### src/rtl/uart_console_pkg.sv
// Shared definitions for the UART console sink and its FIFO.
package uart_console_pkg;

    typedef logic [7:0] uart_ch_t;

    localparam uart_ch_t CH_CR = 8'h0D;
    localparam uart_ch_t CH_LF = 8'h0A;

    localparam int unsigned HIST_BYTES = 16;

    // Ones in the low `len` bytes: selects the pattern bytes that take part in the compare.
    function automatic logic [127:0] pattern_mask(input int unsigned len);
        logic [127:0] m;
        m = '0;
        for (int unsigned i = 0; i < HIST_BYTES; i++) begin
            if (i < len) begin
                m[i*8 +: 8] = '1;
            end
        end
        return m;
    endfunction

endpackage

### src/rtl/uart_sync_fifo.sv
// Synchronous first-word-fall-through FIFO with wrap-bit pointers and registered level.
module uart_sync_fifo
    import uart_console_pkg::*;
#(
    parameter int unsigned DEPTH = 16,
    parameter int unsigned WIDTH = 8,
    localparam int unsigned AW = $clog2(DEPTH)
) (
    input  logic             clock,
    input  logic             reset,
    input  logic             push,
    input  logic             pop,
    input  logic [WIDTH-1:0] din,
    output logic [WIDTH-1:0] dout,
    output logic             full,
    output logic             empty,
    output logic [AW:0]      level
);

    logic [WIDTH-1:0] mem [DEPTH];
    logic [AW:0]      wr_ptr;
    logic [AW:0]      rd_ptr;

    localparam logic [AW:0] ONE = {{AW{1'b0}}, 1'b1};

    assign empty = (wr_ptr == rd_ptr);
    assign full  = (wr_ptr[AW-1:0] == rd_ptr[AW-1:0]) && (wr_ptr[AW] != rd_ptr[AW]);
    assign dout  = mem[rd_ptr[AW-1:0]];

    always_ff @(posedge clock) begin
        if (push) begin
            mem[wr_ptr[AW-1:0]] <= din;
        end
    end

    always_ff @(posedge clock) begin
        if (reset) begin
            wr_ptr <= '0;
            rd_ptr <= '0;
            level  <= '0;
        end else begin
            if (push) begin
                wr_ptr <= wr_ptr + ONE;
            end
            if (pop) begin
                rd_ptr <= rd_ptr + ONE;
            end
            case ({push, pop})
                2'b10:   level <= level + ONE;
                2'b01:   level <= level - ONE;
                default: level <= level;
            endcase
        end
    end

endmodule

### src/rtl/uart_console_sink.sv
// Bench-side UART console consumer: drops CR, buffers for the printer, counts lines and drops,
// and flags a trailer string seen in the character stream.
module uart_console_sink
    import uart_console_pkg::*;
#(
    parameter int unsigned DEPTH   = 16,
    parameter int unsigned PAT_LEN = 13,
    parameter logic [127:0] PATTERN = 128'h00000048_49542047_4F4F4420_54524150,
    localparam int unsigned LW = $clog2(DEPTH) + 1
) (
    input  logic          clock,
    input  logic          reset,
    input  logic          in_valid,
    input  logic [7:0]    in_ch,
    output logic          out_valid,
    input  logic          out_ready,
    output logic [7:0]    out_ch,
    output logic          match,
    output logic [31:0]   line_count,
    output logic [15:0]   drop_count,
    output logic [LW-1:0] fifo_level
);

    localparam logic [127:0] MASK = pattern_mask(PAT_LEN);

    logic         qual;
    logic         full;
    logic         empty;
    logic         pop;
    logic         push;
    logic         drop;
    logic [127:0] hist;
    logic [127:0] hist_next;
    logic         hit;

    assign qual      = in_valid && (in_ch != CH_CR);
    assign out_valid = !empty;
    assign pop       = out_valid && out_ready;
    assign push      = qual && (!full || pop);
    assign drop      = qual && full && !pop;

    // Compare against the post-shift history so match rises together with the new history.
    assign hist_next = {hist[119:0], in_ch};
    assign hit       = (hist_next & MASK) == (PATTERN & MASK);

    uart_sync_fifo #(
        .DEPTH(DEPTH),
        .WIDTH(8)
    ) u_fifo (
        .clock(clock),
        .reset(reset),
        .push (push),
        .pop  (pop),
        .din  (in_ch),
        .dout (out_ch),
        .full (full),
        .empty(empty),
        .level(fifo_level)
    );

    always_ff @(posedge clock) begin
        if (reset) begin
            hist       <= '0;
            match      <= 1'b0;
            line_count <= '0;
            drop_count <= '0;
        end else begin
            if (qual) begin
                hist <= hist_next;
                if (hit) begin
                    match <= 1'b1;
                end
                if (in_ch == CH_LF) begin
                    line_count <= line_count + 32'd1;
                end
            end
            if (drop && (drop_count != 16'hFFFF)) begin
                drop_count <= drop_count + 16'd1;
            end
        end
    end

endmodule

### config.mk
export PLATFORM = sky130hd
export DESIGN_NAME = uart_console_sink
export DESIGN_NICKNAME = d
export VERILOG_FILES = /design/src/rtl/uart_console_pkg.sv /design/src/rtl/uart_sync_fifo.sv /design/src/rtl/uart_console_sink.sv
export SDC_FILE = /design/constraint.sdc
export NUM_CORES = 1
export LEC_CHECK = 0
export CORE_UTILIZATION = 57
export CTS_CLUSTER_DIAMETER = 50
export DETAILED_ROUTE_END_ITERATION = 7
export GPL_ROUTABILITY_DRIVEN = 1
export HOLD_SLACK_MARGIN = 0.03
export PLACE_DENSITY = 0.75
export SYNTH_ARGS = -nofsm -noshare
export SYNTH_HDL_FRONTEND = slang
export SYNTH_HIERARCHICAL = 1
export SYNTH_SLANG_ARGS = --single-unit
### constraint.sdc
create_clock -name clock -period 5.62 [get_ports clock]
set_clock_uncertainty 0.2 [all_clocks]
set_input_delay 0.843 -clock clock [delete_from_list [all_inputs] [get_ports clock]]
set_output_delay 0.843 -clock clock [all_outputs]
set_load 0.01 [all_outputs]
==> impl_metrics.env <==
export IMPL_cp_max_fo=32
export IMPL_cts_tree="yes"
export IMPL_grtUsageTotal_pct=24.5
export IMPL_ctsHoldBuffers=0
export IMPL_hold_start="hist[88]"
export IMPL_drive_gt1_share_pct=8.22
export IMPL_yosysWarnings=6
export IMPL_synth_ff_type="dfxtp_1"
export IMPL_synth_async_reset_ratio_pct=0
export IMPL_fmax_mhz=233
export IMPL_path_buf_inv=1
export IMPL_crit_slowest_cell="dfxtp_2"
export IMPL_gp_congestion=0.850
export IMPL_ios=75
export IMPL_diodes=0
export IMPL_fillers=1486
export IMPL_crit_chain="mux4_1 > a22oi_1 > nand2_1 > clkdlybuf4s50_1"
export IMPL_synthToLayoutAreaGrowth_pct=16.7
export IMPL_max_stage_delay_ns=1.04
export IMPL_yosysUniqueCellTypes=54
export IMPL_ys_ff_latch=292
export IMPL_hold_path_class="register to register"
export IMPL_r2r_slack_ns=2.11
export IMPL_crit_type="register to output pin"
export IMPL_syn_area_per_cell_um2=11.2
export IMPL_overflow=0
export IMPL_period_needed_ns=4.29
export IMPL_r2r_start="u_fifo/wr_ptr[2]"
export IMPL_grt_pass1_vias=7737
export IMPL_fin_ws_ns=1.33
export IMPL_layout_nets=1143
export IMPL_cts_sinks=292
export IMPL_finalHoldViolCount=0
export IMPL_drcViolationCount=0
export IMPL_synth_cells=1059
export IMPL_layout_commonest_cell="nand2_1"
export IMPL_core_um2=20400
export IMPL_leakage_nw=4.52
export IMPL_timing_rr_end="u_fifo/level[4]"
export IMPL_final_max_slew_viol_count=0
export IMPL_r2r_cells=13
export IMPL_die_h_um=146
export IMPL_slew_limit_headroom_pct=28.1
export IMPL_clk_pin_slew_ns=0.06
export IMPL_drt_wirelength_per_cell_um=18.6
export IMPL_antenna_found_initial=1
export IMPL_start_util_pct=58.4
export IMPL_cp_arrival_ns=3.25
export IMPL_cts_htree_levels=1
export IMPL_portBuffers=74
export IMPL_synth_seq_area_share_pct=59.9
export IMPL_cts_root_buf="clkbuf_16"
export IMPL_ys_top_cells_by_area="edfxtp_1 (32%), dfxtp_1 (28%), nand2_1 (6.8%), a21oi_1 (4.5%), mux4_2 (3.4%)"
export IMPL_rsz0062_at_grt="no"
export IMPL_path_delay_family="flip-flops"
export IMPL_holdPathStages=2
export IMPL_wl_um=26300
export IMPL_status="finished, final reports clean"
export IMPL_grt_max_degree=97
export IMPL_setup_viol=0
export IMPL_die_area_um2=21400
export IMPL_synth_top_area_cell="edfxtp_1"
export IMPL_cts_buffer_depth=3
export IMPL_die_w_um=146
export IMPL_worstSetupStartpointType="register"
export IMPL_finalCritPeriodShare_pct=76.4
export IMPL_vias=8257
export IMPL_drt_iter0_markers=659
export IMPL_cts_setup_buffers=0
export IMPL_worst_pin_slew_ns=1.08
export IMPL_min_to="hist[88]"
export IMPL_preCtsSetupSlack_ns=0.996
export IMPL_placed_area_um2=12800
export IMPL_cts_resized=0
export IMPL_end_kind="output pin"
export IMPL_cp_required_ns=4.58
export IMPL_syn_nets=1082
export IMPL_yosysTopAreaCellShare_pct=32.3
export IMPL_drt_vias_per_instance=5.84
export IMPL_core_rowCount=52
export IMPL_p_per_area_nw_per_um2=347
export IMPL_dp_hpwl_um=16500
export IMPL_fin_setup_tns_ns=0
export IMPL_ir_drop_mv=0.233
export IMPL_cts_buffers=30
export IMPL_synth_edf_count=128
export IMPL_insertion_delay_ns=0.55
export IMPL_synthesis_area_um2=11900
export IMPL_detail_route_antenna_nets=0
export IMPL_design_area_um2=13900
export IMPL_drv_cap=0
export IMPL_grt_pass1_wl_um=41400
export IMPL_layout_common_cells="nand2_1 (217), dfxtp_1 (163), edfxtp_1 (128), a21oi_1 (107), clkdlybuf4s50_1 (73)"
export IMPL_drtPass1Iterations=5
[power by group]
part / switching (mW) / internal (mW) / leakage, nW / total, mW
Combinational: 0.188 / 0.206 / 1.52 / 0.393
Sequential: 0.0732 / 2.25 / 2.48 / 2.32
Clock: 0.812 / 1.29 / 0.515 / 2.10
Total: 1.07 / 3.75 / 4.52 / 4.82
[cell type report]
| cell class | instances | area, µm² | area share, % |
|---|---|---|---|
| Clock buffer | 39 | 847 | 6.11 |
| Clock inverter | 16 | 214 | 1.54 |
| Inverter | 12 | 45.0 | 0.325 |
| Multi-Input combinational cell | 695 | 4450 | 32.1 |
| Sequential cell | 292 | 7130 | 51.4 |
| Tap cell | 270 | 338 | 2.44 |
| Timing Repair Buffer | 89 | 851 | 6.13 |
[worst register-to-register path, delay by kind of cell, from the launching register on]
family	cells	cell delay, ns
AO/OA/AOI/OAI	3	0.74
flip-flops	1	0.46
buffers and inverters	1	0.20
AND/OR/NAND/NOR	4	0.57
multiplexers	1	0.36
adder cells (fa/ha/maj)	2	0.57
XOR/XNOR	2	0.30
[stage by stage]
step / power (mW) / std cells / utilization, % / hold WS, ns
finish: 4.82 / 1413 / 68.1 / 0.260
global route: 4.97 / 1413 / 68.1 / 0.282
floorplan: 2.63 / 1059 / - / 0.232
global placement: 2.75 / 1358 / 62.9 / 0.239
detailed placement: 2.76 / 1358 / 62.9 / 0.254
CTS: 4.85 / 1413 / 68.1 / 0.257
[cell families (layout without fill, tap and decap cells)]
group	after synthesis	count (layout)	synth area share (%)
mux	40	40	7.24
buf+inv	72	156	2.75
fa+ha+maj	11	11	1.16
flops	292	292	59.9
simple gates	448	448	18.4
xor+xnor	54	54	3.98
compound gates	142	142	6.58
[worst max-delay path by stage]
stage               depth (start not counted)  slack, ns  startpoint               to
global route                                4       1.13    register        out_ch[1]
detailed placement                         12        1.0    in_ch[2]  u_fifo/level[4]
floorplan                                  14       1.31    in_ch[1]  u_fifo/level[4]
global placement                           11       1.08    in_ch[2]  u_fifo/level[4]
CTS                                         4       1.30    register        out_ch[1]
finish                                      4       1.33    register        out_ch[1]
[flip-flops by register name, indices dropped and copies added (netlist names), named ones only]
| signal | cells |
|---|---|
| drop_count | 16 |
| hist | 96 |
| line_count | 32 |
| match | 1 |
| u_fifo/level | 5 |
| u_fifo/mem | 128 |
| u_fifo/rd_ptr | 5 |
| u_fifo/wr_ptr | 5 |
[cells in the mapped netlist (5+ instances only)]
cell and instances:
nor3_1 16, xnor2_1 31, xor2_1 23, nor2_1 68, inv_1 12, nor4_1 17, clkbuf_1 44, mux2i_1 5
mux4_2 18, edfxtp_1 128, buf_2 8, nor4bb_1 7, mux4_1 14, nor2b_1 5, and3_1 7, ha_1 11
a21oi_1 107, and2_1 21, nor4b_1 15, or3_1 5, nand4_1 29, nand2_1 217, and4_1 6, a22oi_1 16
o21ai_0 6, nand3_1 18, dfxtp_1 164
[routing by layer]
layer	GRT usage, %	vias to the layer above	wire [µm]
li1	-	3919	-
met1	31.8	4059	11000
met2	42.6	234	13300
met3	3.69	45	1360
met4	7.19	0	629
met5	0	-	0
Power figures use the tool's default switching activity.
